[src/rtl/nerv_dmem_bridge_pkg.sv]
// Shared types for the NERV data-memory bridge: FSM state encoding and strobe decode helper.
package nerv_dmem_bridge_pkg;

    typedef enum logic [2:0] {
        IDLE,
        REQ,
        WAIT,
        ACK,
        RDATA
    } dmem_bridge_state_t;

    function automatic logic isReadStrobe(input logic [3:0] wstrb);
        return (wstrb == 4'b0000);
    endfunction

endpackage

[src/rtl/nerv_dmem_bridge_if.sv]
// Valid/ready system bus between the bridge (master) and the memory system (slave).
interface nerv_dmem_bridge_if;

    logic        bus_req_valid;
    logic        bus_req_ready;
    logic [31:0] bus_req_addr;
    logic [3:0]  bus_req_wstrb;
    logic [31:0] bus_req_wdata;
    logic        bus_rsp_valid;
    logic [31:0] bus_rsp_rdata;
    logic        bus_rsp_error;

    modport master (
        output bus_req_valid,
        input  bus_req_ready,
        output bus_req_addr,
        output bus_req_wstrb,
        output bus_req_wdata,
        input  bus_rsp_valid,
        input  bus_rsp_rdata,
        input  bus_rsp_error
    );

    modport slave (
        input  bus_req_valid,
        output bus_req_ready,
        input  bus_req_addr,
        input  bus_req_wstrb,
        input  bus_req_wdata,
        output bus_rsp_valid,
        output bus_rsp_rdata,
        output bus_rsp_error
    );

endinterface

[src/rtl/nerv_dmem_bridge.sv]
// Bridges the NERV core data port onto a variable-latency valid/ready bus, stalling the core
// while a transaction is in flight and replaying load data in the core's writeback cycle.
module nerv_dmem_bridge
    import nerv_dmem_bridge_pkg::*;
#(
    parameter int TIMEOUT_CYCLES = 255
) (
    input  logic                      clock,
    input  logic                      resetn,
    input  logic                      stall_in,
    output logic                      stall,
    input  logic                      dmem_valid,
    input  logic [31:0]               dmem_addr,
    input  logic [3:0]                dmem_wstrb,
    input  logic [31:0]               dmem_wdata,
    output logic [31:0]               dmem_rdata,
    nerv_dmem_bridge_if.master        bus,
    output logic                      bus_fault
);

    localparam bit TIMEOUT_EN = (TIMEOUT_CYCLES != 0);
    localparam int CNT_W      = TIMEOUT_EN ? $clog2(TIMEOUT_CYCLES + 1) : 1;
    localparam logic [CNT_W-1:0] CNT_LAST = TIMEOUT_EN ? CNT_W'(TIMEOUT_CYCLES - 1) : '0;

    dmem_bridge_state_t r_state;
    dmem_bridge_state_t w_nextState;

    logic [31:0]      r_addr;
    logic [3:0]       r_wstrb;
    logic [31:0]      r_wdata;
    logic             r_isRead;
    logic [31:0]      r_rdata;
    logic [CNT_W-1:0] r_count;
    logic             r_fault;
    logic             w_timeout;

    assign w_timeout = TIMEOUT_EN && (r_count == CNT_LAST);

    always_ff @(posedge clock) begin
        if (!resetn) begin
            r_state <= IDLE;
        end else begin
            r_state <= w_nextState;
        end
    end

    // The resetn term keeps a held dmem_valid from stalling the core while the bridge is in reset.
    always_comb begin
        w_nextState       = r_state;
        stall             = stall_in;
        bus.bus_req_valid = 1'b0;
        case (r_state)
            IDLE: begin
                if (dmem_valid && resetn) begin
                    stall = 1'b1;
                end
                if (dmem_valid) begin
                    w_nextState = REQ;
                end
            end
            REQ: begin
                stall             = 1'b1;
                bus.bus_req_valid = 1'b1;
                if (bus.bus_req_ready) begin
                    w_nextState = WAIT;
                end
            end
            WAIT: begin
                stall = 1'b1;
                if (bus.bus_rsp_valid || w_timeout) begin
                    w_nextState = ACK;
                end
            end
            ACK: begin
                if (!stall_in) begin
                    w_nextState = r_isRead ? RDATA : IDLE;
                end
            end
            RDATA: begin
                if (!stall_in) begin
                    w_nextState = IDLE;
                end
            end
            default: begin
                w_nextState = IDLE;
            end
        endcase
    end

    // A response arriving on the final timeout cycle wins over the timeout.
    always_ff @(posedge clock) begin
        if (!resetn) begin
            r_addr   <= '0;
            r_wstrb  <= '0;
            r_wdata  <= '0;
            r_isRead <= 1'b0;
            r_rdata  <= '0;
            r_count  <= '0;
            r_fault  <= 1'b0;
        end else begin
            case (r_state)
                IDLE: begin
                    if (dmem_valid) begin
                        r_addr   <= dmem_addr;
                        r_wstrb  <= dmem_wstrb;
                        r_wdata  <= dmem_wdata;
                        r_isRead <= isReadStrobe(dmem_wstrb);
                    end
                end
                REQ: begin
                    if (bus.bus_req_ready) begin
                        r_count <= '0;
                    end
                end
                WAIT: begin
                    if (bus.bus_rsp_valid) begin
                        r_rdata <= bus.bus_rsp_error ? 32'h0 : bus.bus_rsp_rdata;
                        r_fault <= r_fault | bus.bus_rsp_error;
                    end else if (w_timeout) begin
                        r_rdata <= 32'h0;
                        r_fault <= 1'b1;
                    end else begin
                        r_count <= r_count + CNT_W'(1);
                    end
                end
                default: begin
                end
            endcase
        end
    end

    assign bus.bus_req_addr  = r_addr;
    assign bus.bus_req_wstrb = r_wstrb;
    assign bus.bus_req_wdata = r_wdata;
    assign dmem_rdata        = r_rdata;
    assign bus_fault         = r_fault;

endmodule

[src/flat_wrapper.sv]
// flat-port wrapper written by rule: the top's interface ports become plain ports
module nerv_dmem_bridge_flat import nerv_dmem_bridge_pkg::*;
#(
    parameter int TIMEOUT_CYCLES = 255
)
  (clock, resetn, stall_in, stall, dmem_valid, dmem_addr, dmem_wstrb, dmem_wdata, dmem_rdata, bus_fault, bus_bus_req_valid, bus_bus_req_ready, bus_bus_req_addr, bus_bus_req_wstrb, bus_bus_req_wdata, bus_bus_rsp_valid, bus_bus_rsp_rdata, bus_bus_rsp_error);
  nerv_dmem_bridge_if bus_i ();
  input  logic clock;
  input  logic resetn;
  input  logic stall_in;
  output logic stall;
  input  logic dmem_valid;
  input  logic [31:0] dmem_addr;
  input  logic [3:0] dmem_wstrb;
  input  logic [31:0] dmem_wdata;
  output logic [31:0] dmem_rdata;
  output logic bus_fault;
  output wire logic [$bits(bus_i.bus_req_valid)-1:0] bus_bus_req_valid;
  input wire logic [$bits(bus_i.bus_req_ready)-1:0] bus_bus_req_ready;
  output wire logic [$bits(bus_i.bus_req_addr)-1:0] bus_bus_req_addr;
  output wire logic [$bits(bus_i.bus_req_wstrb)-1:0] bus_bus_req_wstrb;
  output wire logic [$bits(bus_i.bus_req_wdata)-1:0] bus_bus_req_wdata;
  input wire logic [$bits(bus_i.bus_rsp_valid)-1:0] bus_bus_rsp_valid;
  input wire logic [$bits(bus_i.bus_rsp_rdata)-1:0] bus_bus_rsp_rdata;
  input wire logic [$bits(bus_i.bus_rsp_error)-1:0] bus_bus_rsp_error;
  assign bus_bus_req_valid = bus_i.bus_req_valid;
  assign bus_i.bus_req_ready = bus_bus_req_ready;
  assign bus_bus_req_addr = bus_i.bus_req_addr;
  assign bus_bus_req_wstrb = bus_i.bus_req_wstrb;
  assign bus_bus_req_wdata = bus_i.bus_req_wdata;
  assign bus_i.bus_rsp_valid = bus_bus_rsp_valid;
  assign bus_i.bus_rsp_rdata = bus_bus_rsp_rdata;
  assign bus_i.bus_rsp_error = bus_bus_rsp_error;
  nerv_dmem_bridge #(.TIMEOUT_CYCLES(TIMEOUT_CYCLES)) u_core (.clock(clock), .resetn(resetn), .stall_in(stall_in), .stall(stall), .dmem_valid(dmem_valid), .dmem_addr(dmem_addr), .dmem_wstrb(dmem_wstrb), .dmem_wdata(dmem_wdata), .dmem_rdata(dmem_rdata), .bus(bus_i), .bus_fault(bus_fault));
endmodule
[config.mk]
export PLATFORM = sky130hd
export DESIGN_NAME = nerv_dmem_bridge_flat
export DESIGN_NICKNAME = d
export VERILOG_FILES = /design/src/rtl/nerv_dmem_bridge_pkg.sv /design/src/rtl/nerv_dmem_bridge_if.sv /design/src/rtl/nerv_dmem_bridge.sv /design/src/flat_wrapper.sv
export SDC_FILE = /design/constraint.sdc
export NUM_CORES = 1
export LEC_CHECK = 0
export CORE_ASPECT_RATIO = 1.75
export CORE_MARGIN = 10
export CORE_UTILIZATION = 41
export DETAILED_ROUTE_END_ITERATION = 7
export PLACE_DENSITY_LB_ADDON = 0.08
export SETUP_SLACK_MARGIN = 0.5
export SLEW_MARGIN = 20
export SYNTH_ARGS = -nofsm -noshare
export SYNTH_HDL_FRONTEND = slang
export SYNTH_SLANG_ARGS = --single-unit
[constraint.sdc]
create_clock -name clock -period 1.68 [get_ports clock]
set_input_delay 0.168 -clock clock [delete_from_list [all_inputs] [get_ports clock]]
set_output_delay 0.168 -clock clock [all_outputs]
set_load 0.005 [all_outputs]
==> impl_metrics.py, run 1 <==
metrics = {
    "layout": {
        "fillers": 524,
        "final_cell_mix": "clkdlybuf4s50_1 (105), dfxtp_1 (94), nand2_1 (80)",
        "nets": 900,
        "utilization": 0.872,
        "drive_above_1_share": 0.447,
        "fin_cells": 934,
        "diodes": 0,
        "syn_to_final_growth_pct": 107,
        "final_common_cell": "clkdlybuf4s50_1",
        "fin_area_um2": 9380,
    },
    "global_routing": {
        "grt_pass1_wl_um": 30200,
        "overflow": 0,
        "grt_util_all_layers": 0.243,
        "antenna_found_initial": 0,
        "grt_max_degree": 95,
        "first_global_vias": 5274,
    },
    "placement": {
        "dp_hpwl_um": 11000,
        "port_buffers": 209,
        "routabilityCongestion": 0.754,
        "dp.cells": 846,
        "place_area_um2": 6820,
    },
    "timing": {
        "fin_crit_sh": 1.08,
        "tns_ns": -1.47,
        "setup_ws_ns": -0.134,
        "setup_viol": 29,
        "rsz0062_at_grt": "yes",
        "finalClockSkew_ns": 0.00738,
        "max_freq_mhz": 551,
        "finalHoldViolCount": 0,
        "slew_headroom": 0.608,
        "drv_slew": 0,
        "fin_crit_ns": 1.81,
        "tightest_slew_ns": 0.582,
    },
    "worst_setup_path": {
        "cp_data_arrival_time_ns": 2.15,
        "end_kind": "flop",
        "critPathKind": "reg -> reg",
        "r2r_cells": 9,
        "worstPathRequired_ns": 2.01,
        "crit_fanout": 8,
        "startpoint_type": "flop",
    },
    "synthesis": {
        "netlist-cell-type-count": 45,
        "syn_inst": 527,
        "synth_flop_cell": "dfxtp_1",
        "synth_area_leaders": "dfxtp_1 (50%), a21boi_1 (17%), nand2_1 (14%)",
        "syn-num-nets": 636,
        "synth.yosys.seq_area_share": 0.500,
        "ys_async_sr_fraction": 0,
        "synth_seq_cells": 113,
        "synth_top_area_cell": "dfxtp_1",
        "synth-edff-count": 0,
        "synth_top_area_frac": 0.500,
        "synth_area_per_cell_um2": 8.58,
        "syn_area_um2": 4520,
        "yosys_warnings": 0,
    },
    "detailed_routing": {
        "vias_per_cell": 5.43,
        "drt_first_pass_iters": 4,
        "wl_per_cell_um": 23.3,
        "drcViolationCount": 0,
        "num_vias": 5070,
        "totalWireLength_um": 21800,
        "drtAntennaViolNets": 0,
        "drt_iter0_markers": 201,
    },
    "cts": {
        "cts_tree": "built",
        "cts_root_buf": "clkbuf_16",
        "clock_latency_ns": 0.42,
        "cts-buffers-inserted": 17,
        "clockBufferDepth": 2,
        "hold_buffers": 0,
        "clk_pin_slew_ns": 0.06,
        "htreeDepth": 4,
        "cts_sinks": 113,
    },
    "pwr": {
        "max-vdd-ir-drop_uv": 908,
        "leakage_nw": 4.05,
        "p_per_area_nw_per_um2": 934,
    },
    "status": {
        "violations": "negative setup slack",
        "status": "complete, but fails checks",
    },
    "die": {
        "start_util": 0.420,
        "core_area_um2": 10800,
        "fp.dieArea_um2": 15800,
        "rows": 50,
        "die_h_um": 159,
        "die_x_um": 99.4,
        "ioPinCount": 210,
    },
    "worst_hold_path": {
        "whs_path_depth": 3,
        "hold_class": "in -> reg",
    },
    "run": {
        "maxCapViolations": 0,
    },
}
==> kinds of logic after synthesis <==
| group | after synthesis | synth area share |
|---|---|---|
| muxes | 1 | 0.00249 |
| DFF | 113 | 0.500 |
| buffers and inverters | 44 | 0.0487 |
| and+or+nand+nor | 211 | 0.199 |
| AOI/OAI and AO/OA | 156 | 0.245 |
| adders and majority gates | 2 | 0.00553 |
==> worst max-delay path: stages, from the launching register on <==
cell and delay (ns):
dfxtp_4 0.37, buf_6 0.10, buf_6 0.08, or3b_4 0.44
nor2_8 0.17, buf_6 0.11, buf_6 0.09, buf_16 0.12
nand2_1 0.08, a21boi_1 0.16
==> cell usage after synthesis (all sizes together), types with 2 or more instances <==
| cell | count |
|---|---|
| a211o | 2 |
| nor2 | 9 |
| dfxtp | 113 |
| inv | 4 |
| buf | 20 |
| nor3 | 3 |
| ha | 2 |
| o21ai | 35 |
| a31o | 2 |
| a21oi | 3 |
| nand2b | 4 |
| nand3 | 5 |
| a31oi | 2 |
| a21boi | 101 |
| nand3b | 2 |
| and3 | 6 |
| nand2 | 172 |
| a221o | 3 |
| clkbuf | 20 |
==> layout make-up <==
type                    count  area (µm²)  share of cell area
flip-flops and latches    113        2300               0.245
repair buffers            285        3170               0.338
inverters                   4        20.0             0.00213
multi-input cells         370        3090               0.329
clock inverters            12         181              0.0193
well taps                 130         163              0.0173
clock buffers              20         457              0.0487
==> power by group <==
group	internal [mW]	switching (mW)
clock	2.56	1.32
sequential	2.82	0.0862
combinational	1.07	0.883
total	6.46	2.29
==> final timing paths <==
kind / start / end / slack (ns)
setup / recovery: u_core.r_state[1]$_SDFFE_PN0P_ / u_core.dmem_rdata[24]$_SDFFE_PN0P_ / -0.13
hold / removal: resetn / u_core.bus.bus_req_wdata[15]$_SDFFE_PN0P_ / 0.26
setup reg to reg: u_core.r_state[1]$_SDFFE_PN0P_ / u_core.dmem_rdata[24]$_SDFFE_PN0P_ / -0.13
hold reg to reg: u_core.bus.bus_req_wdata[27]$_SDFFE_PN0P_ / u_core.bus.bus_req_wdata[27]$_SDFFE_PN0P_ / 0.44
==> flip-flops by register name, indices dropped and copies added, names as in the netlist <==
register,cells
u_core.bus.bus_req_addr,32
u_core.bus.bus_req_wdata,32
u_core.bus.bus_req_wstrb,4
u_core.bus_fault,1
u_core.dmem_rdata,32
u_core.r_count,8
u_core.r_isRead,1
u_core.r_state,3
==> what timing repair did <==
item	4_1_cts	5_1_grt
endpoints found under the setup margin	214	196
setup buffers	32	3
gates resized for setup	262	305
pin swaps	18	132
gates cloned	18	3
==> metrics by stage <==
stage / hold WS [ns] / setup WS (ns) / power (mW)
after floorplan: 0.303 / 0.298 / 3.43
after CTS: 0.228 / -0.0244 / 8.39
after global routing: 0.258 / -0.182 / 9.02
after global placement: 0.440 / -0.123 / 4.10
final: 0.261 / -0.134 / 8.76
after detailed placement: 0.444 / -0.135 / 4.12
==> layer usage <==
layer / global-route usage / wire [µm] / vias up
met2: 0.443 / 12100 / 218
met5: 0 / 0 / -
met1: 0.231 / 7200 / 2474
li1: - / - / 2318
met3: 0.0907 / 1520 / 60
met4: 0.113 / 939 / 0
No activity file was read; power rests on OpenSTA's default activity.
==> inputs of run 2 (changes only) <==
--- a/config.mk
+++ b/config.mk
@@ -10,7 +10,7 @@
 export CORE_UTILIZATION = 41
 export DETAILED_ROUTE_END_ITERATION = 7
 export PLACE_DENSITY_LB_ADDON = 0.08
-export SETUP_SLACK_MARGIN = 0.5
+export SETUP_SLACK_MARGIN = 0.3
 export SLEW_MARGIN = 20
 export SYNTH_ARGS = -nofsm -noshare
 export SYNTH_HDL_FRONTEND = slang
==> run 2 against run 1 <==
  * The run now ends clean
  * Utilization fell by 12 points
  * Hold slack got worse by 0.038 ns
  * Non-clock buffer count fell by 22
  * Via count fell by 6.4%
  * Register-to-register slack improved by 0.21 ns
  * Clock skew rose by 0.0019 ns
  * Total power fell by 12%
  * Sequential share of layout area rose by 3.9 points
  * Setup slack improved by 0.17 ns
  * Critical endpoint is now stall
  * Highest routed layer unchanged
==> impl_metrics.py, run 2 (synthesis gave the netlist of run 1 again) <==
metrics = {
    "timing": {
        "max_freq_mhz": 608,
        "finalHoldViolCount": 0,
        "fin_crit_sh": 0.980,
        "fin_crit_ns": 1.65,
        "finalClockSkew_ns": 0.00930,
        "slew_headroom": 0.724,
        "rsz0062_at_grt": "yes",
        "hold_slack_ns": 0.223,
        "setup_viol": 0,
        "drv_slew": 0,
        "tightest_slew_ns": 0.414,
        "tns_ns": 0,
    },
    "worst_setup_path": {
        "worstPathRequired_ns": 1.51,
        "startpoint_type": "flop",
        "critPathKind": "reg -> out",
        "cp_data_arrival_time_ns": 1.48,
        "r2r_cells": 6,
        "crit_fanout": 3,
        "r2r_slack_ns": 0.08,
        "r2r_start": "u_core.r_state[2]$_SDFFE_PN0P_",
        "end_kind": "primary output",
        "r2r_end": "u_core.dmem_rdata[17]$_SDFFE_PN0P_",
    },
    "detailed_routing": {
        "num_vias": 4747,
        "drt_iter0_markers": 186,
        "drcViolationCount": 0,
        "drtAntennaViolNets": 0,
        "wl_per_cell_um": 19.0,
        "vias_per_cell": 5.19,
        "drt_first_pass_iters": 4,
        "totalWireLength_um": 17400,
    },
    "cts": {
        "cts_sinks": 113,
        "clockBufferDepth": 2,
        "clk_pin_slew_ns": 0.06,
        "cts_tree": "built",
        "clock_latency_ns": 0.41,
        "cts_root_buf": "clkbuf_16",
        "htreeDepth": 4,
        "cts-buffers-inserted": 17,
    },
    "global_routing": {
        "grt.met2_usage": 0.340,
        "grt_pass1_wl_um": 24400,
        "grt_util_met1": 0.193,
        "grtUsageMet3": 0.0794,
        "grt_max_degree": 48,
        "overflow": 0,
        "grt_util_all_layers": 0.191,
        "grt_busiest_layer": "met2",
        "first_global_vias": 4547,
        "antenna_found_initial": 1,
    },
    "worst_hold_path": {
        "holdPathEnd": "u_core.r_state[0]$_SDFFE_PN0P_",
        "hold_class": "in -> reg",
        "whs_path_depth": 3,
        "min_from": "resetn",
    },
    "die": {
        "die_h_um": 159,
        "rows": 50,
        "fp.dieArea_um2": 15800,
        "core_area_um2": 10800,
        "start_util": 0.420,
        "ioPinCount": 210,
        "die_x_um": 99.4,
    },
    "pwr": {
        "leakage_nw": 3.54,
        "max-vdd-ir-drop_uv": 962,
        "p_per_area_nw_per_um2": 953,
    },
    "placement": {
        "place_area_um2": 6780,
        "routabilityCongestion": 0.805,
        "port_buffers": 209,
        "dp_hpwl_um": 10900,
        "dp.cells": 846,
    },
    "layout": {
        "utilization": 0.749,
        "nets": 879,
        "fin_cells": 914,
        "fin_area_um2": 8060,
        "drive_above_1_share": 0.193,
        "fillers": 800,
        "final_common_cell": "nand2_1",
        "final_cell_mix": "nand2_1 (170), clkdlybuf4s50_1 (105), dfxtp_1 (103)",
        "syn_to_final_growth_pct": 78.2,
    },
    "run": {
        "maxCapViolations": 0,
    },
    "status": {
        "status": "finished clean",
    },
}
run 2: cell types whose count changed in the layout (fill, tap and decap cells not counted), moves of 12 or more:
cell / previous run / this run
clkdlybuf4s15_1: 56 / 0
nand2_2: 20 / 2
dlygate4sd2_1: 12 / 101
buf_16: 17 / 2
nand2_4: 72 / 0
a21boi_2: 57 / 4
nand2_1: 80 / 170
clkbuf_2: 30 / 0
a21boi_1: 44 / 97
buf_6: 19 / 7
run 2: worst max path at each step:
stage	startpoint	end	slack [ns]	cells past startpoint
floorplan	u_core.r_count[1]$_SDFFE_PN0P_	u_core.r_count[6]$_SDFFE_PN0P_	0.30	5
global placement	dmem_valid	stall	-0.13	4
detailed placement	dmem_valid	stall	-0.12	4
CTS	u_core.r_state[1]$_SDFFE_PN0P_	stall	0.003	4
global route	u_core.r_state[0]$_SDFFE_PN0P_	stall	-0.005	4
finish	u_core.r_state[0]$_SDFFE_PN0P_	stall	0.03	4
run 2: repair_timing:
item,CTS,global route
buffers inserted,13,7
endpoints found under the setup margin,211,109
pin swaps,11,22
gates resized for setup,141,59
gates cloned,3,12
hold buffers,0,0
run 2: final cells by class:
| class | instances | area (µm²) | share of cell area |
|---|---|---|---|
| inverter | 4 | 20.0 | 0.00248 |
| timing repair buffer | 263 | 2710 | 0.336 |
| clock inverter | 14 | 133 | 0.0165 |
| tap | 130 | 163 | 0.0202 |
| antenna | 1 | 2.50 | 0.000310 |
| clock buffer | 18 | 439 | 0.0545 |
| sequential | 113 | 2290 | 0.284 |
| multi-input combinational | 371 | 2300 | 0.286 |
run 2: through the flow:
| step | worst slack (ns) | power (mW) |
|---|---|---|
| 2_1_floorplan | 0.298 | 3.42 |
| 6_report | 0.0341 | 7.68 |
| 4_1_cts | 0.00343 | 7.51 |
| 3_5_place_dp | -0.121 | 4.11 |
| 3_3_place_gp | -0.131 | 4.08 |
| 5_1_grt | -0.00495 | 7.97 |
run 2: where the power goes:
part	switching, mW	internal (mW)	leakage (nW)
combinational	0.597	0.757	2.35
sequential	0.0741	2.82	0.928
clock	1.34	2.09	0.262
run 2: layer usage:
layer	wire length [µm]	share of wire
met2	9550	0.55
met5	0	0
met3	1420	0.082
met4	451	0.026
met1	5970	0.34
run 2: critical path: stages (launching register included):
cell and delay (ns):
dfxtp_4 0.38, nor2_4 0.04, and3_4 0.17, a2111o_1 0.35, buf_2 0.14
==> inputs of run 3 (changes only) <==
--- a/config.mk
+++ b/config.mk
@@ -11,6 +11,7 @@
 export DETAILED_ROUTE_END_ITERATION = 7
 export PLACE_DENSITY_LB_ADDON = 0.08
 export SETUP_SLACK_MARGIN = 0.3
+export SKIP_LAST_GASP = 1
 export SLEW_MARGIN = 20
 export SYNTH_ARGS = -nofsm -noshare
 export SYNTH_HDL_FRONTEND = slang
==> results of run 3 <==
Same layout as run 2: the final DEF is identical, and so are final timing and power.
